File: config.mk
export PLATFORM = sky130hd
export DESIGN_NAME = ddr_avalon_port_arbiter
export DESIGN_NICKNAME = d
export VERILOG_FILES = /design/src/rtl/ddr_avalon_port_arbiter.sv
export SDC_FILE = /design/constraint.sdc
export NUM_CORES = 1
export LEC_CHECK = 0
export BUFFER_PORTS_ARGS = -buffer_cell sky130_fd_sc_hd__buf_2
export CAP_MARGIN = 20
export CORE_AREA = 2 2 257 259
export DETAILED_ROUTE_END_ITERATION = 10
export DIE_AREA = 0 0 259 261
export PLACE_DENSITY = 0.34
export SYNTH_ARGS = -nofsm -noshare
export SYNTH_HDL_FRONTEND = slang
export SYNTH_SLANG_ARGS = --single-unit
File: constraint.sdc
create_clock -name clk_i -period 7.7 [get_ports clk_i]
set_input_delay 0.385 -clock clk_i [delete_from_list [all_inputs] [get_ports clk_i]]
set_output_delay 0.385 -clock clk_i [all_outputs]
set_load 0.05 [all_outputs]
File: src/rtl/ddr_avalon_port_arbiter.sv
// ddr_avalon_port_arbiter
// Round-robin arbiter that lets several local Avalon-MM masters share the
// single Avalon-MM slave port of the DDR3 controller. Write bursts are locked
// to their owner; read returns are steered back in order through a small
// FIFO of {port, burstcount} records.
//
// state     | meaning
// ----------+-------------------------------------------------------------
// ST_IDLE   | arbitrate every cycle; reads and single writes complete here
// ST_WBURST | remaining beats of a write burst, only the owner passes

module ddr_avalon_port_arbiter #(
    parameter int NUM_PORTS = 4,
    parameter int DATA_W    = 64,
    parameter int ADDR_W    = 25,
    parameter int BURST_W   = 3,
    parameter int MAX_PEND  = 8
) (
    input  logic                            clk_i,
    input  logic                            reset_n_i,
    input  logic [NUM_PORTS*ADDR_W-1:0]     s_address_i,
    input  logic [NUM_PORTS-1:0]            s_read_i,
    input  logic [NUM_PORTS-1:0]            s_write_i,
    input  logic [NUM_PORTS*DATA_W-1:0]     s_writedata_i,
    input  logic [NUM_PORTS*DATA_W/8-1:0]   s_byteenable_i,
    input  logic [NUM_PORTS*BURST_W-1:0]    s_burstcount_i,
    output logic [NUM_PORTS-1:0]            s_waitrequest_o,
    output logic [DATA_W-1:0]               s_readdata_o,
    output logic [NUM_PORTS-1:0]            s_readdatavalid_o,
    output logic [ADDR_W-1:0]               m_address_o,
    output logic                            m_read_o,
    output logic                            m_write_o,
    output logic [DATA_W-1:0]               m_writedata_o,
    output logic [DATA_W/8-1:0]             m_byteenable_o,
    output logic [BURST_W-1:0]              m_burstcount_o,
    input  logic                            m_waitrequest_i,
    input  logic [DATA_W-1:0]               m_readdata_i,
    input  logic                            m_readdatavalid_i,
    output logic                            err_unexpected_rdv_o
);

    localparam int PW   = (NUM_PORTS > 1) ? $clog2(NUM_PORTS) : 1;
    localparam int BE_W = DATA_W / 8;
    localparam int FW   = (MAX_PEND > 1) ? $clog2(MAX_PEND) : 1;
    localparam int CW   = FW + 1;

    typedef enum logic {
        ST_IDLE   = 1'b0,
        ST_WBURST = 1'b1
    } state_t;

    state_t               state_q, state_d;
    logic [PW-1:0]        rr_ptr_q, rr_ptr_d;
    logic [PW-1:0]        owner_q, owner_d;
    logic [BURST_W-1:0]   beats_left_q, beats_left_d;
    logic [ADDR_W-1:0]    addr_q, addr_d;
    logic [BURST_W-1:0]   burst_q, burst_d;
    logic [BURST_W-1:0]   rd_beat_q, rd_beat_d;
    logic                 err_q, err_d;

    logic [PW-1:0]        fifo_port_q  [MAX_PEND];
    logic [BURST_W-1:0]   fifo_burst_q [MAX_PEND];
    logic [FW-1:0]        wr_ptr_q, wr_ptr_d;
    logic [FW-1:0]        rd_ptr_q, rd_ptr_d;
    logic [CW-1:0]        count_q, count_d;

    logic [NUM_PORTS-1:0] elig;
    logic                 win_found;
    logic [PW-1:0]        win_idx;
    logic [PW-1:0]        sel;
    logic [BURST_W-1:0]   sel_bc_raw;
    logic [BURST_W-1:0]   sel_bc;
    logic                 fifo_full;
    logic                 fifo_empty;
    logic                 accept;
    logic                 push;
    logic                 pop;
    logic                 rdv_hit;
    logic [PW-1:0]        head_port;
    logic [BURST_W-1:0]   head_burst;

    // (base + off) modulo NUM_PORTS, valid for base < NUM_PORTS and off <= NUM_PORTS
    function automatic logic [PW-1:0] wrap_idx(input int base, input int off);
        int s;
        s = base + off;
        if (s >= NUM_PORTS) s = s - NUM_PORTS;
        return PW'(s);
    endfunction

    assign fifo_full  = (count_q == CW'(MAX_PEND));
    assign fifo_empty = (count_q == '0);
    assign head_port  = fifo_port_q[rd_ptr_q];
    assign head_burst = fifo_burst_q[rd_ptr_q];

    // Eligibility and round-robin search starting at rr_ptr
    always_comb begin
        elig      = s_write_i | (s_read_i & {NUM_PORTS{~fifo_full}});
        win_found = 1'b0;
        win_idx   = '0;
        for (int off = 0; off < NUM_PORTS; off++) begin
            if (!win_found && elig[wrap_idx(int'(rr_ptr_q), off)]) begin
                win_found = 1'b1;
                win_idx   = wrap_idx(int'(rr_ptr_q), off);
            end
        end
    end

    // Command mux toward the controller and per-port stall generation
    always_comb begin
        sel             = (state_q == ST_WBURST) ? owner_q : win_idx;
        sel_bc_raw      = s_burstcount_i[int'(sel)*BURST_W +: BURST_W];
        sel_bc          = (sel_bc_raw == '0) ? BURST_W'(1) : sel_bc_raw;
        m_writedata_o   = s_writedata_i[int'(sel)*DATA_W +: DATA_W];
        m_byteenable_o  = s_byteenable_i[int'(sel)*BE_W +: BE_W];
        m_address_o     = s_address_i[int'(sel)*ADDR_W +: ADDR_W];
        m_burstcount_o  = sel_bc;
        m_read_o        = 1'b0;
        m_write_o       = 1'b0;
        s_waitrequest_o = '1;
        if (state_q == ST_WBURST) begin
            // address and length stay at the first-beat values for the whole burst
            m_address_o          = addr_q;
            m_burstcount_o       = burst_q;
            m_write_o            = s_write_i[owner_q];
            s_waitrequest_o[sel] = m_waitrequest_i;
        end else if (win_found) begin
            // a port raising both strobes is a write
            m_write_o            = s_write_i[sel];
            m_read_o             = ~s_write_i[sel];
            s_waitrequest_o[sel] = m_waitrequest_i;
        end
        if (!reset_n_i) begin
            m_read_o        = 1'b0;
            m_write_o       = 1'b0;
            s_waitrequest_o = '1;
        end
    end

    assign accept = (m_read_o | m_write_o) & ~m_waitrequest_i;
    assign push   = accept & m_read_o;

    // Read-return steering from the FIFO head
    always_comb begin
        s_readdata_o      = m_readdata_i;
        s_readdatavalid_o = '0;
        rdv_hit           = m_readdatavalid_i & ~fifo_empty;
        pop               = 1'b0;
        rd_beat_d         = rd_beat_q;
        err_d             = err_q | (m_readdatavalid_i & fifo_empty);
        if (rdv_hit) begin
            s_readdatavalid_o[head_port] = 1'b1;
            if ((rd_beat_q + 1'b1) == head_burst) begin
                pop       = 1'b1;
                rd_beat_d = '0;
            end else begin
                rd_beat_d = rd_beat_q + 1'b1;
            end
        end
    end

    // Next-state logic for arbitration, burst lock and FIFO pointers
    always_comb begin
        state_d      = state_q;
        rr_ptr_d     = rr_ptr_q;
        owner_d      = owner_q;
        beats_left_d = beats_left_q;
        addr_d       = addr_q;
        burst_d      = burst_q;
        wr_ptr_d     = wr_ptr_q;
        rd_ptr_d     = rd_ptr_q;
        count_d      = count_q + CW'(push) - CW'(pop);
        if (push) wr_ptr_d = wr_ptr_q + 1'b1;
        if (pop)  rd_ptr_d = rd_ptr_q + 1'b1;
        case (state_q)
            ST_IDLE: begin
                if (accept) begin
                    rr_ptr_d = wrap_idx(int'(win_idx), 1);
                    if (m_write_o && (sel_bc > BURST_W'(1))) begin
                        state_d      = ST_WBURST;
                        owner_d      = win_idx;
                        beats_left_d = sel_bc - 1'b1;
                        addr_d       = m_address_o;
                        burst_d      = sel_bc;
                    end
                end
            end
            ST_WBURST: begin
                if (accept) begin
                    beats_left_d = beats_left_q - 1'b1;
                    if (beats_left_q == BURST_W'(1)) state_d = ST_IDLE;
                end
            end
            default: state_d = ST_IDLE;
        endcase
    end

    // Control registers with synchronous active-low reset
    always_ff @(posedge clk_i) begin
        if (!reset_n_i) begin
            state_q      <= ST_IDLE;
            rr_ptr_q     <= '0;
            owner_q      <= '0;
            beats_left_q <= '0;
            addr_q       <= '0;
            burst_q      <= '0;
            rd_beat_q    <= '0;
            err_q        <= 1'b0;
            wr_ptr_q     <= '0;
            rd_ptr_q     <= '0;
            count_q      <= '0;
        end else begin
            state_q      <= state_d;
            rr_ptr_q     <= rr_ptr_d;
            owner_q      <= owner_d;
            beats_left_q <= beats_left_d;
            addr_q       <= addr_d;
            burst_q      <= burst_d;
            rd_beat_q    <= rd_beat_d;
            err_q        <= err_d;
            wr_ptr_q     <= wr_ptr_d;
            rd_ptr_q     <= rd_ptr_d;
            count_q      <= count_d;
        end
    end

    // FIFO payload storage; contents are don't-care while count is zero
    always_ff @(posedge clk_i) begin
        if (push) begin
            fifo_port_q[wr_ptr_q]  <= win_idx;
            fifo_burst_q[wr_ptr_q] <= sel_bc;
        end
    end

    assign err_unexpected_rdv_o = err_q;

endmodule

## After elaboration in Yosys (flattened, before gate mapping)

Memories as Yosys holds them, arrays and structs flattened. A register that Yosys moved wholly into a read port is not among the register bits.
Cells that the tools add are included.
W data, S select, Z words.

- Bits in registers: 50
- Bits in writable memories: 40
- Output and inout port bits: 175
- Memories kept: 2
- Logic and storage cells: 146
- Input port bits: 476

Memory list:

| name | words | width | read ports | clocked after memory_dff | wr ports | RTL line | source |
|---|---|---|---|---|---|---|---|
| fifo_burst_q | 8 | 3 | 1 | 1 | 1 | 62 | `logic [BURST_W-1:0] fifo_burst_q [MAX_PEND];` |
| fifo_port_q | 8 | 2 | 1 | 1 | 1 | 61 | `logic [PW-1:0] fifo_port_q [MAX_PEND];` |

- Shifts and indexed selects: 4
- Eq/ne operators: 6
- Muxes and demuxes: 61
- $lt $le $gt $ge: 15
- Reductions and logical operators: 14
- Bitwise operators: 15
- Multiply operators: 2
- Add/subtract/negate cells: 16

Operators by type and width:

| kind | count |
|---|---|
| $shiftx A256 B9 Y64 | 1 |
| $shiftx A100 B8 Y25 | 1 |
| $shiftx A32 B6 Y8 | 1 |
| $mux W3 | 10 |
| $mux W1 | 26 |
| $mux W25 | 1 |
| $lt A2 B3 Y1 const B | 7 |
| $mux W2 | 10 |
| $mux W4 | 4 |
| $bmux W1 S2 | 6 |
| $ge A3 B3 Y1 const B | 4 |
| $shiftx A12 B5 Y3 | 1 |
| $sub A2 B1 Y2 const B | 5 |
| $add A3 B1 Y3 const B | 3 |
| $or A4 B4 Y4 | 2 |
| $mul A2 B5 Y7 const B | 1 |
| $add A2 B1 Y3 const B | 2 |
| $add A2 B2 Y3 const B | 2 |
| $logic_and A1 B1 Y1 | 6 |
| $pmux W3 S2 | 1 |
| $reduce_and A3 Y1 | 2 |
| $sub A3 B1 Y3 const B | 2 |
| $not A1 Y1 | 5 |
| $add A4 B1 Y4 | 1 |
| 20 further kinds | 29 |

## Depth between registers and ports, before layout

Gate-level depths: netlist (run 1).

- Word-level depth: 28
- Mapped depth: 18
- Mapped depth without buffers: 17

## Worst setup path after synthesis (run 1)

Ideal clock, no wire load.

- Kind: register to output
- Start point: register count_q[2]
- End point: output m_address_o[22]
- Required time: 7.315 ns
- Path buffers: 2
- Arrival: 3.676 ns
- Path slack: 3.639 ns
- Cell stages (with the launch flop): 12
- Path through: dfxtp_1 inv_1 ha_1 or3b_4 a21o_1 o311a_1 o31ai_4 buf_6 clkbuf_1 and2_1 a211oi_1 a221oi_1

- Cells in the longest elaborated chain, start to end: 20
- Elaborated cells on any way between the ends: 29
- Classes of those cells: mul: 1; eq/ne: 1; shift: 1; mux: 17; bitwise: 3; reduce/logical: 6

Ends and longest elaborated chain:

| item | RTL line | source |
|---|---|---|
| start: declaration | 65 | `logic [CW-1:0] count_q, count_d;` |
| start signal: assignment | 222 | `count_q <= count_d;` |
| $eq A4 B4 Y1 * | 90 | `assign fifo_full = (count_q == CW'(MAX_PEND));` |
| $not A1 Y1 * | 97 | `elig = s_write_i \| (s_read_i & {NUM_PORTS{~fifo_full}});` |
| $and A4 B4 Y4 * | 97 |  |
| $or A4 B4 Y4 * | 97 |  |
| $bmux W1 S2 | 101 | `if (!win_found && elig[wrap_idx(int'(rr_ptr_q), off)]) begin` |
| $mux W1 (implied by the code) | 101 |  |
| $mux W1 | 101 |  |
| $logic_not A1 Y1 | 101 |  |
| [4 not listed] | -- |  |
| $mux W1 | 101 |  |
| $logic_not A1 Y1 | 101 |  |
| $logic_and A1 B1 Y1 | 101 |  |
| $mux W2 * | 101 |  |
| $mux W2 * | 110 | `sel = (state_q == ST_WBURST) ? owner_q : win_idx;` |
| $mul A2 B5 Y7 * | 115 | `m_address_o = s_address_i[int'(sel)*ADDR_W +: ADDR_W];` |
| $shiftx A100 B8 Y25 * | 115 |  |
| $mux W25 * | 120 | `if (state_q == ST_WBURST) begin` |
| end: declaration | 30 | `output logic [ADDR_W-1:0] m_address_o,` |

Mark *: on every way between the ends. The rest lies on a longest branch, timed or not. The select of a mux whose other input is x is not followed.

## Worst setup path in the final report (run 1)

- Start point: register count_q[2]
- End point: output m_writedata_o[34]

- Cells in the longest elaborated chain, start to end: 18
- Elaborated cells on any way between the ends: 27
- Classes of those cells: eq/ne: 1; shift: 1; mux: 16; bitwise: 3; reduce/logical: 6

Ends and longest elaborated chain:

| item | RTL line | source |
|---|---|---|
| $eq A4 B4 Y1 * | 90 |  |
| $not A1 Y1 * | 97 |  |
| $and A4 B4 Y4 * | 97 |  |
| $or A4 B4 Y4 * | 97 |  |
| $bmux W1 S2 | 101 |  |
| $mux W1 (implied by the code) | 101 |  |
| $mux W1 | 101 |  |
| $logic_not A1 Y1 | 101 |  |
| [2 not listed] | -- |  |
| $logic_not A1 Y1 | 101 |  |
| $logic_and A1 B1 Y1 | 101 |  |
| $mux W1 | 101 |  |
| $logic_not A1 Y1 | 101 |  |
| $logic_and A1 B1 Y1 | 101 |  |
| $mux W2 * | 101 |  |
| $mux W2 * | 110 |  |
| $shiftx A256 B9 Y64 * | 113 | `m_writedata_o = s_writedata_i[int'(sel)*DATA_W +: DATA_W];` |
| end: declaration | 33 | `output logic [DATA_W-1:0] m_writedata_o,` |

Marked as above.

==> flow_summary.yaml, run 1 <==
clocking:
  clock_path_buffers: 2
  cts_tree: "built"
  cts_htree_levels: 3
  cts_resized: 0
  clkSinkCount: 93
  ctsHoldBuffers: 0
  cts_setup_buffers: 0
  insertion_delay_ns: 0.36
  cts_buffers: 9
  clk_pin_slew_worst_paths_ns: 0.07
  root_buffer: "clkbuf_16"
synth:
  synth_top_family_by_area: "simple AND/OR/NAND/NOR gates"
  synth_mux_area_share_pct: 12.49
  synthAdderAreaFrac_pct: 2.306
  synth_area_sq_mm: 0.007923
  synth-main-ff-cell: "dfxtp_1"
  synthDistinctLibCells: 52
  synth_compound_area_share_pct: 14.86
  yosysWarnings: 0
  netlist.area_leader.share_pct: 15.16
  avgSynthCellArea_sq_um: 7.517
  yosys.area_share.xor_xnor_pct: 1.437
  ys_async_sr_fraction_pct: 0
  synth.yosys.seq_area_share_pct: 28.55
  ys_ff_latch: 93
  syn_inst: 1054
  yosys.area_share.simple_pct: 27.91
  synth_nets: 1544
  ys_top_cells_by_area: "edfxtp_1 15%, nand2_1 15%, dfxtp_1 13%, mux2i_1 8.7%, buf_4 6.3%"
  synth-edff-count: 40
  synth_area_leader_cell: "edfxtp_1"
critical_path:
  rr_endpoint: "addr_q[3]"
  r2r-start: "count_q[2]"
  crit_path_cell_trace: "inv_1 -> ha_1 -> or3b_4 -> a21oi_1 -> o21ai_0 -> o2111ai_2 -> buf_4 -> and2_4 -> buf_4 -> nand2_1 -> and3_1 -> a31oi_1 -> buf_2"
  worst-path-buf-inv: 4
  critical_path.max_stage_delay_ns: 0.69
  crit_type: "flip-flop to output port"
  reg2reg_depth: 17
  crit_fanout: 76
  crit_slowest_cell: "buf_4"
  r2r_slack_ns: 2.98
  crit_top_cell: "buf_4"
  start_kind: "flip-flop"
  cp-end-kind: "output port"
  crit_required_ns: 7.32
  critical_path_arrival_ns: 4.48
  cp_top_family: "buffers and inverters"
  crit_cells: 13
routing:
  drt_iter0_drc: 440
  drt_wl_total_um: 50660
  drc: 0
  via_count: 9429
  drt_pass1_iterations: 4
  viasPerCell: 4.038
  ant_nets: 0
  post_drt_wl_per_cell_um: 21.70
pwr:
  power_frac_clock_pct: 12.8
  power.net_switching_mw: 1.944
  peakVddDrop_v: 0.0001533
  power_frac_seq_pct: 17.7
  leakage_nw: 5.213
  power_density_mw_per_mm2: 295.7
  p_comb_share_pct: 69.5
  switching_share_pct: 58.64
  total_power_mw: 3.315
  intPower_mw: 1.371
timing:
  slew_viol_final: 0
  tightestPinTransition_ns: 0.9347
  slew_headroom_pct: 37.68
  rsz0062_at_grt: "false"
  skew_ns: 0.009805
  final-setup-viol-count: 0
  fin_setup_tns_ns: 0
  clock.fmax_ghz: 0.2057
  period_needed_ns: 4.861
  hold_viol_final: 0
  min_period_over_period_pct: 63.13
floorplanning:
  initial_core_util_pct: 12.18
  rows: 94
  dieArea_sq_mm: 0.06760
  io_pins: 651
  die_h_um: 261
  coreArea_sq_mm: 0.06504
  fp.dieW_um: 259
flow_run:
  drv_cap: 0
outcome:
  outcome: "complete, no violations"
finish:
  n_fill_cell: 7506
  final_nets: 1948
  area_growth_pct: 41.47
  drive_above_1_share_pct: 39.64
global_routing:
  grt_usage_pct: 14.34
  antenna_found_initial: 30
  grt_pass1_vias: 9511
  grt_pass1_wl_um: 69590
  grt_max_degree: 77
  grt_overflow: 0
placed_design:
  io_buffers: 522
  gp_congestion: 0.8356
  place_hpwl_um: 42090
min_path:
  worstHoldPathType: "primary input to flip-flop"
  hold_path_depth: 3
  hp-start: "m_readdatavalid_i"
  min_to: "err_unexpected_rdv_o"
## Yosys cell counts, types with 7 or more instances
library cell  count
a211oi_1         28
a21oi_1          10
a221oi_1         25
a31oi_1          75
and2_1           30
and3_1           73
buf_4            67
clkbuf_1         66
dfxtp_1          53
edfxtp_1         40
ha_1             13
inv_1            40
mux2i_1          69
mux4_2           11
nand2_1         318
nor2_1           60
xnor2_1           7
## area by class of cell
cell class | count | area, sq um | share of cell area, %
Multi-Input combinational cell | 774 | 4688 | 41.83
Timing Repair Buffer | 537 | 2725 | 24.31
Sequential cell | 93 | 2263 | 20.19
Tap cell | 864 | 1081 | 9.645
Clock buffer | 11 | 232.7 | 2.076
Inverter | 43 | 162.7 | 1.451
Clock inverter | 5 | 35.03 | 0.3126
Antenna cell | 8 | 20.02 | 0.1786
## cells in the final DEF, fill, tap and decap left out, types with 5 or more instances in the layout
cell type  instances
a211oi_1          28
a21oi_1           10
a221oi_1          25
a31oi_1           75
and2_1            29
and3_1            73
buf_2            522
buf_4             15
clkbuf_16          9
dfxtp_1           52
diode_2            8
edfxtp_1          40
ha_1              13
inv_1             40
mux2i_1           69
mux4_2            11
nand2_1          317
nor2_1            59
nor3b_1            5
o21ai_0            5
xnor2_1            7
xor2_1             6
## power by group through the flow
| stage | Combinational, mW | Sequential [mW] | Clock [mW] |
|---|---|---|---|
| finish | 2.30 | 0.586 | 0.425 |
| CTS | 2.35 | 0.587 | 0.449 |
| floorplan | 1.70 | 0.590 | 0 |
| global placement | 2.34 | 0.598 | 0 |
| global route | 2.47 | 0.592 | 0.467 |
| detailed placement | 2.34 | 0.598 | 0 |
## flip-flops by register name, indices dropped and copies added (netlist names), named ones only
signal	flops
addr_q	25
beats_left_q	3
burst_q	3
count_q	4
err_unexpected_rdv_o	1
fifo_burst_q	24
fifo_port_q	16
owner_q	2
rd_beat_q	3
rd_ptr_q	3
rr_ptr_q	2
state_q	1
wr_ptr_q	3
## cell families after synthesis
group / count (synthesis)
XOR/XNOR: 13
multiplexers: 84
AO/OA/AOI/OAI: 162
flip-flops: 93
AND/OR/NAND/NOR: 501
adder cells (fa/ha/maj): 14
buffers and inverters: 187
## worst max path at each step
stage | slack (ns) | start | endpoint
6_report | 2.84 | count_q[2] | m_writedata_o[34]
3_5_place_dp | 2.94 | count_q[2] | addr_q[3]
5_1_grt | 2.49 | count_q[2] | m_writedata_o[34]
2_1_floorplan | 3.64 | count_q[2] | m_address_o[22]
4_1_cts | 2.76 | count_q[2] | m_writedata_o[7]
3_3_place_gp | 3.04 | count_q[2] | addr_q[7]
## per-stage QoR
stage | hold slack, ns | setup WS (ns) | cells | instance area, sq um | util (%)
floorplan | 0.4385 | 3.639 | 1054 | 7923 | -
global placement | 0.4479 | 3.035 | 2311 | 10920 | 16.79
detailed placement | 0.4533 | 2.936 | 2311 | 10920 | 16.79
CTS | 0.2823 | 2.760 | 2327 | 11190 | 17.20
global route | 0.3153 | 2.489 | 2329 | 11190 | 17.21
finish | 0.2999 | 2.839 | 2335 | 11210 | 17.23
## worst min-delay path, stage by stage
cell,delay [ns]
buf_2,0.10
a31oi_1,0.06
nor2_1,0.07
## per-layer routing
metal  global-route usage [%]  wire (um)
met3                    4.346       3820
met4                    3.757       1425
met2                    24.11      23770
met1                    17.77      21550
met5                        0         95
Power figures use the tool's default switching activity.
==> run 2: changes to the inputs <==
Clock period 7.7 ns to 4.9 ns, I/O delays scaled along.
==> flow_summary.yaml, run 2 (same netlist as run 1, synthesis figures left out) <==
finish:
  largest_reg_flops: 25
  drive_above_1_share_pct: 40.11
  final_nets: 1956
  final_cell_mix: "522 x buf_2, 317 x nand2_1, 75 x a31oi_1, 73 x and3_1, 69 x mux2i_1"
  top_register: "addr_q"
  area_growth_pct: 43.40
  multi_input_area_sq_mm: 0.004688
  largest_registers: "addr_q (25), fifo_burst_q (24), fifo_port_q (16)"
  final_area_sq_mm: 0.01136
  n_fill_cell: 7525
  seqCellArea_sq_mm: 0.002263
  final_common_cell: "buf_2"
pwr:
  leakage_nw: 5.289
  peakVddDrop_v: 0.0002020
  power_density_mw_per_mm2: 465.5
timing:
  final-setup-viol-count: 0
  hold_viol_final: 0
  setup_ws_ns: 0.4581
  slew_viol_final: 0
  rsz0062_at_grt: "false"
  slew_headroom_pct: 39.45
  tightestPinTransition_ns: 0.9082
  min_period_over_period_pct: 90.65
  fin_setup_tns_ns: 0
  clock.fmax_ghz: 0.2251
  period_needed_ns: 4.442
  skew_ns: 0.009833
floorplanning:
  io_pins: 651
  initial_core_util_pct: 12.18
  dieArea_sq_mm: 0.06760
  rows: 94
  die_h_um: 261
  fp.dieW_um: 259
  coreArea_sq_mm: 0.06504
critical_path:
  cp-end-kind: "flip-flop"
  critical_path_arrival_ns: 4.66
  reg2reg_depth: 17
  start_kind: "flip-flop"
  rr_endpoint: "count_q[2]"
  crit_fanout: 10
  crit_type: "flip-flop to flip-flop"
  r2r_slack_ns: 0.46
  r2r-start: "count_q[2]"
  crit_required_ns: 5.12
clocking:
  cts_buffers: 9
  cts_tree: "built"
  ctsHoldBuffers: 0
  insertion_delay_ns: 0.35
  cts_htree_levels: 3
  cts_setup_buffers: 0
  clock_path_buffers: 2
  clkSinkCount: 93
  clk_pin_slew_worst_paths_ns: 0.07
  root_buffer: "clkbuf_16"
  cts_resized: 0
placed_design:
  place_hpwl_um: 41890
  gp_congestion: 0.8275
  io_buffers: 522
  pre_cts_ws_ns: 0.4903
  place_area_sq_mm: 0.01103
global_routing:
  grt_usage_pct: 14.21
  grt_pass1_wl_um: 69070
  grt_overflow: 0
  antenna_found_initial: 37
  grt_pass1_vias: 9480
  grt_max_degree: 146
routing:
  via_count: 9409
  ant_nets: 0
  drt_wl_total_um: 50300
  post_drt_wl_per_cell_um: 21.43
  viasPerCell: 4.009
  drt_iter0_drc: 544
  drc: 0
  drt_pass1_iterations: 5
outcome:
  outcome: "complete, no violations"
min_path:
  hp-start: "m_readdatavalid_i"
  min_to: "err_unexpected_rdv_o"
  hold_path_depth: 3
  worstHoldPathType: "primary input to flip-flop"
flow_run:
  drv_cap: 0
run 2: cell types whose count changed in the layout (fill, tap and decap cells not counted):
cell | before | now
buf_12 | 0 | 4
buf_4 | 15 | 19
bufinv_16 | 0 | 1
clkbuf_1 | 2 | 1
clkinv_1 | 1 | 0
clkinv_2 | 2 | 1
clkinv_4 | 2 | 3
diode_2 | 8 | 12
inv_4 | 0 | 1
run 2: final cells by class:
type	instances	area share, %
clock inverter	6	0.6278
antenna	12	0.2643
multi-input combinational	774	41.27
inverter	43	1.432
clock buffer	10	2.015
timing repair buffer	545	24.96
sequential	93	19.92
tap	864	9.515
run 2: per-layer routing:
layer | vias to the layer above | global-route usage [%] | share of wire [%]
li1 | 4434 | - | -
met1 | 4435 | 17.75 | 43
met2 | 439 | 22.70 | 47
met3 | 85 | 4.665 | 7.7
met4 | 16 | 5.331 | 2.6
met5 | - | 0 | 0.21
run 2: worst max-delay path, stage by stage, from the launching register on:
cell,delay [ns]
dfxtp_1,0.30
inv_1,0.10
ha_1,0.21
or3b_4,0.42
a21o_1,0.19
o311a_1,0.39
o31ai_4,0.64
mux2i_1,0.18
mux2i_2,0.39
and3b_1,0.30
inv_2,0.14
ha_1,0.24
inv_1,0.06
ha_1,0.15
inv_1,0.05
fa_1,0.37
xor2_1,0.14
nor2_1,0.05
run 2: where the power goes:
| group | switching (mW) | internal [mW] |
|---|---|---|
| sequential | 0.0436 | 0.883 |
| clock | 0.324 | 0.401 |
| combinational | 2.69 | 0.948 |
run 2: worst max-delay path by stage:
stage / startpoint / to / slack (ns) / cells after the start
after floorplan: count_q[2] / addr_q[23] / 0.87 / 13
after global placement: count_q[2] / count_q[2] / 0.54 / 17
after detailed placement: count_q[2] / count_q[2] / 0.49 / 17
after CTS: count_q[2] / count_q[2] / 0.46 / 17
after global routing: count_q[2] / count_q[2] / 0.18 / 17
final: count_q[2] / count_q[2] / 0.46 / 17
run 2: metrics by stage:
step	util, %	power (mW)	std cells	hold WS, ns
final	17.47	5.289	2347	0.1634
after floorplan	-	3.606	1054	0.4022
after global routing	17.46	5.615	2344	0.1705
after global placement	16.96	4.633	2319	0.4538
after detailed placement	16.96	4.631	2319	0.4557
after CTS	17.42	5.383	2335	0.1474
==> run 3: changes to the inputs <==
Settings changed: CELL_PAD_IN_SITES_DETAIL_PLACEMENT set to 0, CELL_PAD_IN_SITES_GLOBAL_PLACEMENT set to 1, CORE_AREA 2 2 257 259 to 2 2 252 254, DIE_AREA 0 0 259 261 to 0 0 254 256, PLACE_DENSITY 0.34 to 0.47.
==> flow_summary.yaml, run 3 (same netlist as run 1, synthesis figures left out) <==
outcome:
  outcome: "complete, no violations"
global_routing:
  grt_max_degree: 102
  grt_pass1_wl_um: 68660
  grt_pass1_vias: 9719
  grt_usage_pct: 14.34
  grt_overflow: 0
  antenna_found_initial: 28
routing:
  viasPerCell: 4.024
  via_count: 9364
  drc: 0
  ant_nets: 0
  drt_iter0_drc: 478
  drt_pass1_iterations: 5
  post_drt_wl_per_cell_um: 20.60
  drt_wl_total_um: 47930
timing:
  setup_ws_ns: 0.4802
  clock.fmax_ghz: 0.2263
  skew_ns: 0.007628
  fin_setup_tns_ns: 0
  hold_ws_ns: 0.1662
  slew_headroom_pct: 38.00
  period_needed_ns: 4.420
  min_period_over_period_pct: 90.20
  final-setup-viol-count: 0
  tightestPinTransition_ns: 0.9300
  slew_viol_final: 0
  rsz0062_at_grt: "false"
  hold_viol_final: 0
critical_path:
  crit_required_ns: 4.66
  r2r_slack_ns: 0.51
  crit_type: "flip-flop to output port"
  cp-end-kind: "output port"
  critical_path_arrival_ns: 4.17
  crit_fanout: 73
  start_kind: "flip-flop"
min_path:
  worstHoldPathType: "primary input to flip-flop"
placed_design:
  pre_cts_ws_ns: 0.5090
  place_area_sq_mm: 0.01107
  gp_congestion: 0.8641
  place_hpwl_um: 39510
  io_buffers: 522
floorplanning:
  io_pins: 651
  coreArea_sq_mm: 0.06239
  initial_core_util_pct: 12.70
  dieArea_sq_mm: 0.06502
  fp.dieW_um: 254
  rows: 92
  die_h_um: 256
pwr:
  peakVddDrop_v: 0.0002017
  leakage_nw: 5.334
  p_comb_share_pct: 68.2
  power_frac_seq_pct: 17.1
  power_density_mw_per_mm2: 472.4
  power.net_switching_mw: 3.065
  power_frac_clock_pct: 14.7
  intPower_mw: 2.327
  switching_share_pct: 56.84
finish:
  final_area_sq_mm: 0.01141
  top_register: "addr_q"
  seqCellArea_sq_mm: 0.002263
  final_nets: 1962
  largest_reg_flops: 25
  final_common_cell: "buf_2"
  largest_registers: "addr_q (25), fifo_burst_q (24), fifo_port_q (16)"
  drive_above_1_share_pct: 40.42
  final_cell_mix: "522 x buf_2, 317 x nand2_1, 75 x a31oi_1, 73 x and3_1, 69 x mux2i_1"
  n_fill_cell: 7281
  multi_input_area_sq_mm: 0.004700
  area_growth_pct: 44.06
clocking:
  ctsHoldBuffers: 0
  cts_htree_levels: 3
  cts_tree: "built"
  clock_path_buffers: 2
  cts_resized: 0
  insertion_delay_ns: 0.35
  clkSinkCount: 93
  cts_buffers: 9
  clk_pin_slew_worst_paths_ns: 0.07
  cts_setup_buffers: 0
  root_buffer: "clkbuf_16"
flow_run:
  drv_cap: 0
==> run 3: changes by cell type in the layout (fill, tap and decap cells not counted), sizes merged <==
cell	delta
bufinv	+1
buf	+6
clkinv	-1
diode	-8
inv	+1
clkbuf	-1
==> run 3: layer usage <==
layer  GRT usage (%)  vias to the layer above  share of wire, %
met1           17.12                     4438                41
met3           4.505                       69               7.8
met4           1.601                       12               1.4
li1                -                     4431                 -
met5               0                        -              0.14
met2           25.65                      414                50
==> run 3: cell type report <==
class                      count  share of cell area [%]
timing repair buffer         551                   25.30
clock buffer                   9                   1.973
clock inverter                 7                  0.9318
inverter                      43                   1.425
sequential                    93                   19.83
multi-input combinational    774                   41.18
antenna                        4                 0.08770
tap                          846                   9.274
==> run 3: metrics by stage <==
stage	power [mW]	std cells	util [%]
detailed placement	4.684	2307	17.75
floorplan	3.606	1054	-
CTS	5.502	2323	18.28
global route	5.737	2324	18.28
global placement	4.678	2306	17.70
finish	5.392	2327	18.29
==> run 3: power groups by stage <==
stage          sequential [mW]  clock [mW]  combinational [mW]
2_1_floorplan            0.927           0                2.68
3_3_place_gp             0.943           0                3.74
3_5_place_dp             0.943           0                3.74
4_1_cts                  0.926       0.824                3.75
5_1_grt                  0.932       0.852                3.95
6_report                 0.925       0.790                3.68
==> run 3: worst paths after layout <==
path | start | to | depth (start not counted)
max | count_q[2] | m_address_o[9] | 11
min | m_readdatavalid_i | err_unexpected_rdv_o | 3
max reg2reg | count_q[2] | addr_q[8] | 15
min reg2reg | beats_left_q[1] | beats_left_q[1] | 2
==> run 3: worst max-delay path, cell delays in order (launching register included) <==
cell and delay, ns:
dfxtp_1 0.30, inv_1 0.09, ha_1 0.21, or3b_4 0.42, a21o_1 0.19, o311a_1 0.38, o31ai_4 0.56, buf_12 0.35
and2_1 0.19, a211oi_1 0.04, a221oi_1 0.53, buf_2 0.39
